--- config.mk ---
export PLATFORM = sky130hd
export DESIGN_NAME = stage_control_pipe_flat
export DESIGN_NICKNAME = d
export VERILOG_FILES = /design/src/rtl/stage_control_pipe_pkg.sv /design/src/rtl/stage_control_pipe_if.sv /design/src/rtl/stage_control_pipe_cell.sv /design/src/rtl/stage_control_pipe.sv /design/src/flat_wrapper.sv
export SDC_FILE = /design/constraint.sdc
export NUM_CORES = 1
export LEC_CHECK = 0
export BUFFER_PORTS_ARGS = -buffer_cell sky130_fd_sc_hd__buf_4
export CORE_MARGIN = 5
export CORE_UTILIZATION = 24
export CTS_CLUSTER_DIAMETER = 150
export DETAILED_ROUTE_END_ITERATION = 8
export PLACE_DENSITY_LB_ADDON = 0.3
export SLEW_MARGIN = 30
export SYNTH_ARGS = -nofsm -noshare
export SYNTH_HDL_FRONTEND = slang
export SYNTH_SLANG_ARGS = --single-unit
--- constraint.sdc ---
create_clock -name clk -period 2 [get_ports clk]
set_clock_uncertainty 0.2 [all_clocks]
set_input_delay 0.1 -clock clk [delete_from_list [all_inputs] [get_ports clk]]
set_output_delay 0.1 -clock clk [all_outputs]
set_load 0.02 [all_outputs]
--- src/rtl/stage_control_pipe_pkg.sv ---
// -----------------------------------------------------------------------------
// stage_ctrl_pkg
//   Shared types for the stage_control_pipe handshake pipeline.
//   - l_state_e : left (capture) side state of a stage cell
//   - r_state_e : right (hand-off) side state of a stage cell
//   - cnt_width : width needed to hold an occupancy count of 0..depth
// -----------------------------------------------------------------------------
package stage_ctrl_pkg;

  typedef enum logic {
    L_IDLE = 1'b0,
    L_ACK  = 1'b1
  } l_state_e;

  typedef enum logic [1:0] {
    R_IDLE = 2'd0,
    R_REQ  = 2'd1,
    R_RET  = 2'd2
  } r_state_e;

  // Occupancy ranges over 0..depth inclusive, hence depth+1 codes.
  function automatic int cnt_width(input int depth);
    return (depth < 1) ? 1 : $clog2(depth + 1);
  endfunction

endpackage

--- src/rtl/stage_control_pipe_if.sv ---
// -----------------------------------------------------------------------------
// stage_control_pipe_if
//   Bundles the upstream/downstream 4-phase handshakes and the per-stage
//   visibility signals of stage_control_pipe.
//   master : the environment (producer + consumer) side
//   slave  : the pipeline side
//   Signals: req_in/data_in/ack_out (upstream), req_out/data_out/ack_in
//   (downstream), c (capture strobes), p (occupied flags), count (occupancy).
// -----------------------------------------------------------------------------
interface stage_control_pipe_if
  import stage_ctrl_pkg::*;
#(
  parameter int WIDTH = 8,
  parameter int DEPTH = 4,
  parameter int CNT_W = cnt_width(DEPTH)
);

  logic             req_in;
  logic [WIDTH-1:0] data_in;
  logic             ack_out;
  logic             req_out;
  logic [WIDTH-1:0] data_out;
  logic             ack_in;
  logic [DEPTH-1:0] c;
  logic [DEPTH-1:0] p;
  logic [CNT_W-1:0] count;

  modport master (
    output req_in, data_in, ack_in,
    input  ack_out, req_out, data_out, c, p, count
  );

  modport slave (
    input  req_in, data_in, ack_in,
    output ack_out, req_out, data_out, c, p, count
  );

endinterface

--- src/rtl/stage_control_pipe_cell.sv ---
// -----------------------------------------------------------------------------
// stage_ctrl_cell
//   One clocked 4-phase bundled-data stage with a WIDTH-bit data register.
//   The left (capture) and right (hand-off) handshakes run as two independent
//   FSMs coupled only through the full flag, so a stage can start refilling
//   as soon as its token has been acknowledged downstream, even while the
//   downstream return-to-zero phase is still in progress.
//
//   Ports:
//     clk, rst_n     clock, synchronous active-low reset
//     lreq, ldata    request + data from the upstream neighbour
//     lack           acknowledge to the upstream neighbour
//     rreq, rdata    request + data to the downstream neighbour
//     rack           acknowledge from the downstream neighbour
//     full           stage holds a token
//     full_nxt       value full takes at the next edge (for the count reg)
//     cap            one-cycle pulse in the cycle after a capture
// -----------------------------------------------------------------------------
module stage_ctrl_cell
  import stage_ctrl_pkg::*;
#(
  parameter int WIDTH = 8
) (
  input  logic             clk,
  input  logic             rst_n,
  input  logic             lreq,
  input  logic [WIDTH-1:0] ldata,
  output logic             lack,
  output logic             rreq,
  output logic [WIDTH-1:0] rdata,
  input  logic             rack,
  output logic             full,
  output logic             full_nxt,
  output logic             cap
);

  l_state_e         l_state_q, l_state_d;
  r_state_e         r_state_q, r_state_d;
  logic             lack_q, lack_d;
  logic             rreq_q, rreq_d;
  logic             full_q, full_d;
  logic             cap_q, cap_d;
  logic [WIDTH-1:0] data_q, data_d;
  logic             set_full, clr_full;

  // Left side: capture only on the registered full flag (no bypass), so a
  // slot freed at edge n is reusable at edge n+1 at the earliest.
  always_comb begin
    l_state_d = l_state_q;
    lack_d    = lack_q;
    data_d    = data_q;
    cap_d     = 1'b0;
    set_full  = 1'b0;
    unique case (l_state_q)
      L_IDLE: begin
        if (lreq && !full_q) begin
          set_full  = 1'b1;
          cap_d     = 1'b1;
          data_d    = ldata;
          lack_d    = 1'b1;
          l_state_d = L_ACK;
        end
      end
      L_ACK: begin
        // Holding here until lreq drops keeps a long request from being
        // captured twice.
        if (!lreq) begin
          lack_d    = 1'b0;
          l_state_d = L_IDLE;
        end
      end
    endcase
  end

  // Right side: offer the token, free the slot on ack, then wait for the
  // downstream return-to-zero before offering the next one.
  always_comb begin
    r_state_d = r_state_q;
    rreq_d    = rreq_q;
    clr_full  = 1'b0;
    case (r_state_q)
      R_IDLE: begin
        if (full_q) begin
          rreq_d    = 1'b1;
          r_state_d = R_REQ;
        end
      end
      R_REQ: begin
        if (rack) begin
          rreq_d    = 1'b0;
          clr_full  = 1'b1;
          r_state_d = R_RET;
        end
      end
      R_RET: begin
        if (!rack) r_state_d = R_IDLE;
      end
      default: begin
        rreq_d    = 1'b0;
        r_state_d = R_IDLE;
      end
    endcase
  end

  // Set needs full_q=0 and clear needs full_q=1 (R_REQ only follows a full
  // slot), so they never coincide; clear is still given priority.
  always_comb begin
    full_d = full_q;
    if (clr_full)      full_d = 1'b0;
    else if (set_full) full_d = 1'b1;
  end

  always_ff @(posedge clk) begin
    if (!rst_n) begin
      l_state_q <= L_IDLE;
      r_state_q <= R_IDLE;
      lack_q    <= 1'b0;
      rreq_q    <= 1'b0;
      full_q    <= 1'b0;
      cap_q     <= 1'b0;
      data_q    <= '0;
    end else begin
      l_state_q <= l_state_d;
      r_state_q <= r_state_d;
      lack_q    <= lack_d;
      rreq_q    <= rreq_d;
      full_q    <= full_d;
      cap_q     <= cap_d;
      data_q    <= data_d;
    end
  end

  a_no_set_clr: assert property (@(posedge clk) disable iff (!rst_n) !(set_full && clr_full));

  assign lack     = lack_q;
  assign rreq     = rreq_q;
  assign rdata    = data_q;
  assign full     = full_q;
  assign full_nxt = full_d;
  assign cap      = cap_q;

endmodule

--- src/rtl/stage_control_pipe.sv ---
// -----------------------------------------------------------------------------
// stage_control_pipe
//   DEPTH-stage clocked 4-phase handshake pipeline with WIDTH-bit data.
//   Strict FIFO: tokens enter on req_in/ack_out and leave on req_out/ack_in.
//   A token offered to an empty pipe appears at req_out 2*DEPTH edges later.
//
//   Ports:
//     clk    single clock, all state on the rising edge
//     rst_n  synchronous active-low reset, clears tokens and handshakes
//     bus    stage_control_pipe_if.slave:
//              req_in, data_in, ack_out   upstream 4-phase port
//              req_out, data_out, ack_in  downstream 4-phase port
//              c      per-stage capture pulse
//              p      per-stage occupied flag
//              count  number of occupied stages (registered, tracks p)
// -----------------------------------------------------------------------------
module stage_control_pipe
  import stage_ctrl_pkg::*;
#(
  parameter int WIDTH = 8,
  parameter int DEPTH = 4,
  parameter int CNT_W = cnt_width(DEPTH)
) (
  input  logic                  clk,
  input  logic                  rst_n,
  stage_control_pipe_if.slave   bus
);

  // Index k of each chain is the left side of cell k; index k+1 its right.
  logic [DEPTH:0]            req_chain;
  logic [DEPTH:0]            ack_chain;
  logic [DEPTH:0][WIDTH-1:0] data_chain;
  logic [DEPTH-1:0]          full;
  logic [DEPTH-1:0]          full_nxt;
  logic [DEPTH-1:0]          cap;
  logic [CNT_W-1:0]          count_q, count_d;

  assign req_chain[0]     = bus.req_in;
  assign data_chain[0]    = bus.data_in;
  assign ack_chain[DEPTH] = bus.ack_in;

  for (genvar k = 0; k < DEPTH; k++) begin : g_cell
    stage_ctrl_cell #(.WIDTH(WIDTH)) u_cell (
      .clk      (clk),
      .rst_n    (rst_n),
      .lreq     (req_chain[k]),
      .ldata    (data_chain[k]),
      .lack     (ack_chain[k]),
      .rreq     (req_chain[k+1]),
      .rdata    (data_chain[k+1]),
      .rack     (ack_chain[k+1]),
      .full     (full[k]),
      .full_nxt (full_nxt[k]),
      .cap      (cap[k])
    );
  end

  // Count is the popcount of next-state full flags, so the registered count
  // lines up with p in the same cycle instead of trailing it by one.
  always_comb begin
    count_d = '0;
    for (int k = 0; k < DEPTH; k++) begin
      count_d = count_d + CNT_W'(full_nxt[k]);
    end
  end

  always_ff @(posedge clk) begin
    if (!rst_n) count_q <= '0;
    else        count_q <= count_d;
  end

  a_count_tracks_p: assert property (@(posedge clk) disable iff (!rst_n)
                                     32'(count_q) == $countones(full));

  assign bus.ack_out  = ack_chain[0];
  assign bus.req_out  = req_chain[DEPTH];
  assign bus.data_out = data_chain[DEPTH];
  assign bus.c        = cap;
  assign bus.p        = full;
  assign bus.count    = count_q;

endmodule
--- src/flat_wrapper.sv ---
// flat-port wrapper written by rule: the top's interface ports become plain ports
module stage_control_pipe_flat import stage_ctrl_pkg::*;
#(
  parameter int WIDTH = 8,
  parameter int DEPTH = 4,
  parameter int CNT_W = cnt_width(DEPTH)
)
  (clk, rst_n, bus_req_in, bus_data_in, bus_ack_in, bus_ack_out, bus_req_out, bus_data_out, bus_c, bus_p, bus_count);
  stage_control_pipe_if #(.WIDTH(WIDTH), .DEPTH(DEPTH), .CNT_W(CNT_W)) bus_i ();
  input  logic clk;
  input  logic rst_n;
  input wire logic [$bits(bus_i.req_in)-1:0] bus_req_in;
  input wire logic [$bits(bus_i.data_in)-1:0] bus_data_in;
  input wire logic [$bits(bus_i.ack_in)-1:0] bus_ack_in;
  output wire logic [$bits(bus_i.ack_out)-1:0] bus_ack_out;
  output wire logic [$bits(bus_i.req_out)-1:0] bus_req_out;
  output wire logic [$bits(bus_i.data_out)-1:0] bus_data_out;
  output wire logic [$bits(bus_i.c)-1:0] bus_c;
  output wire logic [$bits(bus_i.p)-1:0] bus_p;
  output wire logic [$bits(bus_i.count)-1:0] bus_count;
  assign bus_i.req_in = bus_req_in;
  assign bus_i.data_in = bus_data_in;
  assign bus_i.ack_in = bus_ack_in;
  assign bus_ack_out = bus_i.ack_out;
  assign bus_req_out = bus_i.req_out;
  assign bus_data_out = bus_i.data_out;
  assign bus_c = bus_i.c;
  assign bus_p = bus_i.p;
  assign bus_count = bus_i.count;
  stage_control_pipe #(.WIDTH(WIDTH), .DEPTH(DEPTH), .CNT_W(CNT_W)) u_core (.clk(clk), .rst_n(rst_n), .bus(bus_i));
endmodule
==> impl_metrics.env, run 1 <==
export IMPL_avgSynthCellArea_um2=9.140
export IMPL_path_cells="dlygate4sd3_1 > a21oi_4 > a21oi_2 > ha_1 > inv_1 > fa_2 > inv_1 > ha_1 > and2_1"
export IMPL_first_global_vias=1712
export IMPL_critPathKind="primary input to flip-flop"
export IMPL_run_status="completed"
export IMPL_fin_cells=450
export IMPL_report_final_setup_viol=0
export IMPL_pwr_share_clk=0.357
export IMPL_worst_ep_arrival_time_ns=2.01
export IMPL_ys_seq_area_frac=0.5130
export IMPL_final_cell_area_um2=3122
export IMPL_antenna_found_initial=0
export IMPL_leftover_overflow_at_the_end_of_global_routing=0
export IMPL_placedInstanceArea_um2=2786
export IMPL_timing_max_cap_violations=0
export IMPL_worst_endpoint_required_ns=2.03
export IMPL_clock_tree_from_tritoncts="done"
export IMPL_cp_slowest_cell="sky130_fd_sc_hd__dlygate4sd3_1"
export IMPL_power_per_cell_area_nw_per_um2=916.1
export IMPL_synth_lib_cells_used_distinct=31
export IMPL_pwr_share_comb=0.156
export IMPL_critical_path_startpoint_type="primary input"
export IMPL_synthesis_instances=269
export IMPL_boundaryPins=33
export IMPL_synth_seq_cells=63
export IMPL_final_min_clock_period_ns=1.977
export IMPL_worst_slew_pin_transition_ns=0.7002
export IMPL_syn_nets=284
export IMPL_mappedNetlistArea_um2=2459
export IMPL_globalplace_congestion=0.6706
export IMPL_drc=0
export IMPL_post_route_setup_tns_ns=0
export IMPL_synth_top_cell_by_area="sky130_fd_sc_hd__dfxtp_1"
export IMPL_layout_filler_cells=1051
export IMPL_synth_to_layout_area_growth_pct=26.97
export IMPL_clock_sinks=63
export IMPL_p_switching_mw=0.7564
export IMPL_floorplan_core_area_um2=10140
export IMPL_drive_gt1_frac=0.2548
export IMPL_fmax_ghz=0.5058
export IMPL_share_seq_of_total_power=0.487
export IMPL_synth_area_top_cells="sky130_fd_sc_hd__dfxtp_1 51%, sky130_fd_sc_hd__nand3_1 6.5%, sky130_fd_sc_hd__o21ai_0 5.9%"
export IMPL_placed_cells=422
export IMPL_number_of_buffers_inserted_during_clock_tree_synthesis=9
export IMPL_hold_viol=0
export IMPL_io_buffer_count=32
export IMPL_irDropWorstVdd_mv=0.3903
export IMPL_max_stage_delay_ns=0.62
export IMPL_cell_internal_pwr_mw=2.103
export IMPL_power_switching_share=0.2645
export IMPL_clk_insertion_delay_late_ns=0.33
export IMPL_ant_nets_after_route=0
export IMPL_num_antenna_cells=0
export IMPL_die_h_um=111.2
export IMPL_totalWireLength_mm=4.852
export IMPL_largest_net_degree_at_the_start_of_global_routing=58
export IMPL_place_hpwl_mm=3.201
export IMPL_cts_root_to_sink_buffers=2
export IMPL_detail_route_wl_per_cell_um=10.78
export IMPL_route_vias_total=1824
export IMPL_clkSlewWorstSetupHoldPaths_ns=0.06
export IMPL_rsz0062_at_grt="true"
export IMPL_drt_pass1_iterations=4
export IMPL_post_drt_via_cell_ratio=4.053
export IMPL_leakagePower_nw=1.248
export IMPL_yosys_warnings=0
export IMPL_netlist_area_leader_share=0.5130
export IMPL_clock_tree_htree_level_count=3
export IMPL_num_rows=37
export IMPL_cts_root_buffer_cell="sky130_fd_sc_hd__clkbuf_8"
export IMPL_layout_nets=325
export IMPL_final_period_utilization=0.9885
export IMPL_grt_total_usage=0.08077
export IMPL_initial_util=0.2425
export IMPL_dr_first_iter_drc_count=132
export IMPL_timing_hold_worst_class="flip-flop to flip-flop"
export IMPL_wire_length_of_the_first_global_routing_pass_mm=8.128
export IMPL_hold_slack_ns=0.2601
export IMPL_timing_final_max_slew_violations=0
export IMPL_cp_max_fo=4
export IMPL_total_power_mw=2.860
export IMPL_endpoint_kind="flip-flop"
export IMPL_die_area_um2=12370
export IMPL_floorplan_die_width_um=111.2
export IMPL_timing_slew_headroom=0.5332
kinds of logic after synthesis:
group,share of synthesized area
DFF,0.5130
buffers and inverters,0.09516
and+or+nand+nor,0.2148
AOI/OAI and AO/OA,0.1445
xor gates and xnor gates,0.01425
adders and majority gates,0.01832
cell type report:
type / count / area (µm²) / share of cell area
multi-input combinational: 169 / 983.4 / 0.3150
sequential: 63 / 1265 / 0.4052
tap: 136 / 170.2 / 0.05451
inverter: 7 / 26.28 / 0.008417
clock inverter: 5 / 50.05 / 0.01603
timing repair buffer: 60 / 499.2 / 0.1599
clock buffer: 10 / 127.6 / 0.04088
per-stage QoR:
step | util | setup WS, ns
final | 0.3079 | 0.02302
after global routing | 0.3079 | -0.06222
after CTS | 0.3061 | -0.002346
after detailed placement | 0.2748 | -0.02867
after global placement | 0.2748 | -0.01485
after floorplan | - | 0.02108
synthesized netlist by cell type:
library cell,count
sky130_fd_sc_hd__dfxtp_1,63
sky130_fd_sc_hd__a21oi_1,13
sky130_fd_sc_hd__nand3_1,32
sky130_fd_sc_hd__buf_1,3
sky130_fd_sc_hd__nor3b_2,3
sky130_fd_sc_hd__a2111oi_0,1
sky130_fd_sc_hd__o21a_1,3
sky130_fd_sc_hd__and3_1,4
sky130_fd_sc_hd__o21ai_2,8
sky130_fd_sc_hd__o21ai_0,29
sky130_fd_sc_hd__buf_2,4
sky130_fd_sc_hd__nor2_1,9
sky130_fd_sc_hd__clkbuf_1,3
sky130_fd_sc_hd__inv_1,7
sky130_fd_sc_hd__nor2b_1,4
sky130_fd_sc_hd__and2_1,5
sky130_fd_sc_hd__nor3b_1,1
sky130_fd_sc_hd__nand2_1,29
sky130_fd_sc_hd__o22ai_1,3
sky130_fd_sc_hd__buf_8,1
sky130_fd_sc_hd__a211oi_1,1
sky130_fd_sc_hd__nand3b_1,2
sky130_fd_sc_hd__buf_6,2
sky130_fd_sc_hd__o22a_1,1
sky130_fd_sc_hd__nand2b_1,12
sky130_fd_sc_hd__or3b_1,1
sky130_fd_sc_hd__xor2_1,4
sky130_fd_sc_hd__a21oi_2,1
sky130_fd_sc_hd__buf_4,17
sky130_fd_sc_hd__ha_1,2
sky130_fd_sc_hd__fa_1,1
power groups by stage:
stage          Clock [mW]  Combinational [mW]  Sequential (mW)
2_1_floorplan           0               0.262             1.44
3_3_place_gp            0               0.420             1.42
3_5_place_dp            0               0.420             1.42
4_1_cts              1.07               0.445             1.39
5_1_grt              1.12               0.495             1.40
6_report             1.02               0.445             1.39
per-layer routing:
metal  track usage  part of all wire
met5             0                 0
met4       0.03406             0.016
met3       0.03275             0.047
met2        0.1150              0.43
met1        0.1075              0.51
critical path, delay by kind of cell:
family | cells | cell delay (ns)
buf+inv | 3 | 0.73
compound gates | 2 | 0.24
simple gates | 1 | 0.15
fa+ha+maj | 3 | 0.79
state kept, by name (all words and copies together), names as in the netlist:
register,cells
u_core.g_cell.u_cell.rdata,32
u_core.g_cell.u_cell.cap,4
u_core.g_cell.u_cell.rreq,4
u_core.g_cell.u_cell.full,4
u_core.g_cell.u_cell.l_state_q,4
u_core.g_cell.u_cell.lack,4
u_core.bus.count,3
u_core.g_cell.u_cell.r_state_q,8
worst paths after layout:
| path | to | start | slack, ns | cells past startpoint |
|---|---|---|---|---|
| setup reg to reg | u_core.bus.count[1] | u_core.g_cell[0].u_cell.rreq | 0.03 | 8 |
| hold / removal | u_core.g_cell[1].u_cell.rdata[4] | u_core.g_cell[1].u_cell.rdata[4] | 0.26 | 2 |
| hold reg to reg | u_core.g_cell[1].u_cell.rdata[4] | u_core.g_cell[1].u_cell.rdata[4] | 0.26 | 2 |
| setup / recovery | u_core.bus.count[1] | bus_req_in | 0.02 | 9 |
repair_timing:
item                                    CTS  global route
cloned                                    0             0
hold buffers                             13             0
pin swaps                                 2             3
resized for setup                         4             5
endpoints found under the setup margin    1             1
endpoints found under the hold margin    29             0
setup buffers                             0             1
layout by cell type (no fill, tap or decap), drive strengths merged, types with 3 or more instances in the layout:
master,n
a21oi,14
and2,5
and3,4
buf,47
clkbuf,10
clkinv,4
dfxtp,63
dlygate4sd3,13
inv,7
nand2,29
nand2b,12
nand3,32
nor2,9
nor2b,4
nor3b,4
o21a,3
o21ai,37
o22ai,3
xor2,4
(Power assumes the default switching activity.)
==> run 2: changes to the inputs <==
--- a/config.mk
+++ b/config.mk
@@ -6,6 +6,7 @@
 export NUM_CORES = 1
 export LEC_CHECK = 0
 export BUFFER_PORTS_ARGS = -buffer_cell sky130_fd_sc_hd__buf_4
+export CORE_ASPECT_RATIO = 0.75
 export CORE_MARGIN = 5
 export CORE_UTILIZATION = 24
 export CTS_CLUSTER_DIAMETER = 150
==> impl_metrics.env, run 2 (same netlist as run 1, synthesis figures left out) <==
export IMPL_run_status="finished, violations left"
export IMPL_failing_checks="setup timing"
export IMPL_place_hpwl_mm=3.408
export IMPL_setup_crit_end="u_core.bus.count[1]"
export IMPL_clock_sinks=63
export IMPL_clkSlewWorstSetupHoldPaths_ns=0.05
export IMPL_power_per_cell_area_nw_per_um2=976.5
export IMPL_die_h_um=97.66
export IMPL_detail_route_wl_per_cell_um=10.97
export IMPL_report_final_setup_viol=1
export IMPL_cts_root_buffer_cell="sky130_fd_sc_hd__clkbuf_16"
export IMPL_ff2ff_path_depth=8
export IMPL_totalWireLength_mm=4.981
export IMPL_synth_to_layout_area_growth_pct=32.32
export IMPL_worstReg2RegStart="u_core.g_cell[0].u_cell.rreq"
export IMPL_cts_root_to_sink_buffers=2
export IMPL_layout_nets=330
export IMPL_boundaryPins=33
export IMPL_cp_max_fo=2
export IMPL_final_min_clock_period_ns=2.013
export IMPL_num_antenna_cells=0
export IMPL_post_drt_via_cell_ratio=4.079
export IMPL_timing_critical_path_from="u_core.g_cell[0].u_cell.rreq"
export IMPL_fmax_ghz=0.4968
export IMPL_wire_length_of_the_first_global_routing_pass_mm=8.493
export IMPL_final_period_utilization=1.007
export IMPL_final_cell_area_um2=3253
export IMPL_most_used_cells_in_the_layout_excluding_fill_and_tap_cells="61 x sky130_fd_sc_hd__dfxtp_1, 47 x sky130_fd_sc_hd__buf_4, 32 x sky130_fd_sc_hd__nand3_1"
export IMPL_grt_total_usage=0.08636
export IMPL_timing_hold_worst_path_depth=4
export IMPL_clock_tree_htree_level_count=3
export IMPL_timing_critical_path_depth=8
export IMPL_antenna_found_initial=0
export IMPL_num_rows=32
export IMPL_cp_slowest_cell="sky130_fd_sc_hd__fa_2"
export IMPL_leakagePower_nw=1.297
export IMPL_irDropWorstVdd_mv=0.3575
export IMPL_placedInstanceArea_um2=2789
export IMPL_internal_reg_to_reg_setup_slack_ns=-0.01
export IMPL_globalplace_congestion=0.6846
export IMPL_dr_first_iter_drc_count=79
export IMPL_max_stage_delay_ns=0.35
export IMPL_timing_slew_headroom=0.6822
export IMPL_floorplan_die_width_um=126.9
export IMPL_ant_nets_after_route=0
export IMPL_r2r_end="u_core.bus.count[1]"
export IMPL_die_area_um2=12390
export IMPL_drive_gt1_frac=0.2642
export IMPL_worstPathBufferInverterCount=2
export IMPL_postLayoutSetupSlackWorst_ns=-0.01305
export IMPL_hold_viol=0
export IMPL_layout_filler_cells=1046
export IMPL_worst_ep_arrival_time_ns=2.03
export IMPL_leftover_overflow_at_the_end_of_global_routing=0
export IMPL_clock_tree_from_tritoncts="done"
export IMPL_path_cells="nor2b_4 > o22a_1 > ha_4 > inv_2 > fa_2 > inv_2 > ha_4 > and2_4"
export IMPL_drt_pass1_iterations=4
export IMPL_number_of_buffers_inserted_during_clock_tree_synthesis=9
export IMPL_rsz0062_at_grt="true"
export IMPL_post_route_setup_tns_ns=-0.01305
export IMPL_io_buffer_count=32
export IMPL_critical_path_startpoint_type="flip-flop"
export IMPL_timing_hold_worst_class="primary input to flip-flop"
export IMPL_drc=0
export IMPL_first_global_vias=1770
export IMPL_endpoint_kind="flip-flop"
export IMPL_timing_final_max_slew_violations=0
export IMPL_initial_util=0.2427
export IMPL_total_power_mw=3.177
export IMPL_route_vias_total=1852
export IMPL_final_common_cell="sky130_fd_sc_hd__dfxtp_1"
export IMPL_cp_top_family="adder cells"
export IMPL_critPathKind="flip-flop to flip-flop"
export IMPL_clk_insertion_delay_late_ns=0.32
export IMPL_floorplan_core_area_um2=10130
export IMPL_largest_net_degree_at_the_start_of_global_routing=27
export IMPL_worst_slew_pin_transition_ns=0.4717
export IMPL_worst_endpoint_required_ns=2.02
export IMPL_largest_reg_flops=32
export IMPL_timing_max_cap_violations=0
## run 2: layout make-up
type,count,area [µm²],area share
multi-input cells,169,1011,0.3108
flip-flops and latches,63,1264,0.3885
clock inverters,2,10.01,0.003077
clock buffers,12,236.5,0.07269
well taps,136,170.2,0.05231
repair buffers,65,535.5,0.1646
inverters,7,26.28,0.008077
## run 2: power by group
part           switching, mW  internal [mW]  leakage (nW)
registers             0.0524           1.34         0.513
clock network          0.478          0.817         0.122
logic                  0.256          0.229         0.661
## run 2: how the worst min path moves through the flow
stage	start	end
2_1_floorplan	bus_req_in	u_core.g_cell[0].u_cell.l_state_q
3_3_place_gp	bus_data_in[3]	u_core.g_cell[0].u_cell.rdata[3]
3_5_place_dp	bus_data_in[6]	u_core.g_cell[0].u_cell.rdata[6]
4_1_cts	bus_req_in	u_core.g_cell[0].u_cell.rdata[7]
5_1_grt	bus_req_in	u_core.g_cell[0].u_cell.rdata[6]
6_report	bus_req_in	u_core.g_cell[0].u_cell.rdata[7]
## run 2: worst register-to-register path: cells and delay by family (launching register included)
family	cells	cell delay (ns)
fa+ha+maj	3	0.81
simple gates	2	0.25
buf+inv	2	0.11
compound gates	1	0.23
flops	1	0.32
## run 2: what timing repair did
item	CTS	global route
cloned	0	0
hold buffers	16	0
gates resized for setup	2	12
endpoints found under the hold margin	23	0
pin swaps	2	3
setup endpoints to repair	1	3
buffers inserted	0	0
## run 2: routing by layer
layer | vias to the layer above | global-route usage | part of all wire
li1 | 990 | - | -
met1 | 817 | 0.1201 | 0.53
met2 | 33 | 0.1126 | 0.39
met3 | 12 | 0.02473 | 0.041
met4 | 0 | 0.05936 | 0.032
met5 | - | 0 | 0
## run 2: metrics by stage
stage	hold slack, ns	util	worst slack (ns)	instances
2_1_floorplan	0.01609	-	0.02108	269
6_report	0.1660	0.3211	-0.01305	454
3_5_place_dp	0.1296	0.2753	-0.02700	424
5_1_grt	0.2098	0.3211	-0.06877	454
4_1_cts	0.1953	0.3161	-0.01014	454
3_3_place_gp	0.1190	0.2753	-0.01812	424
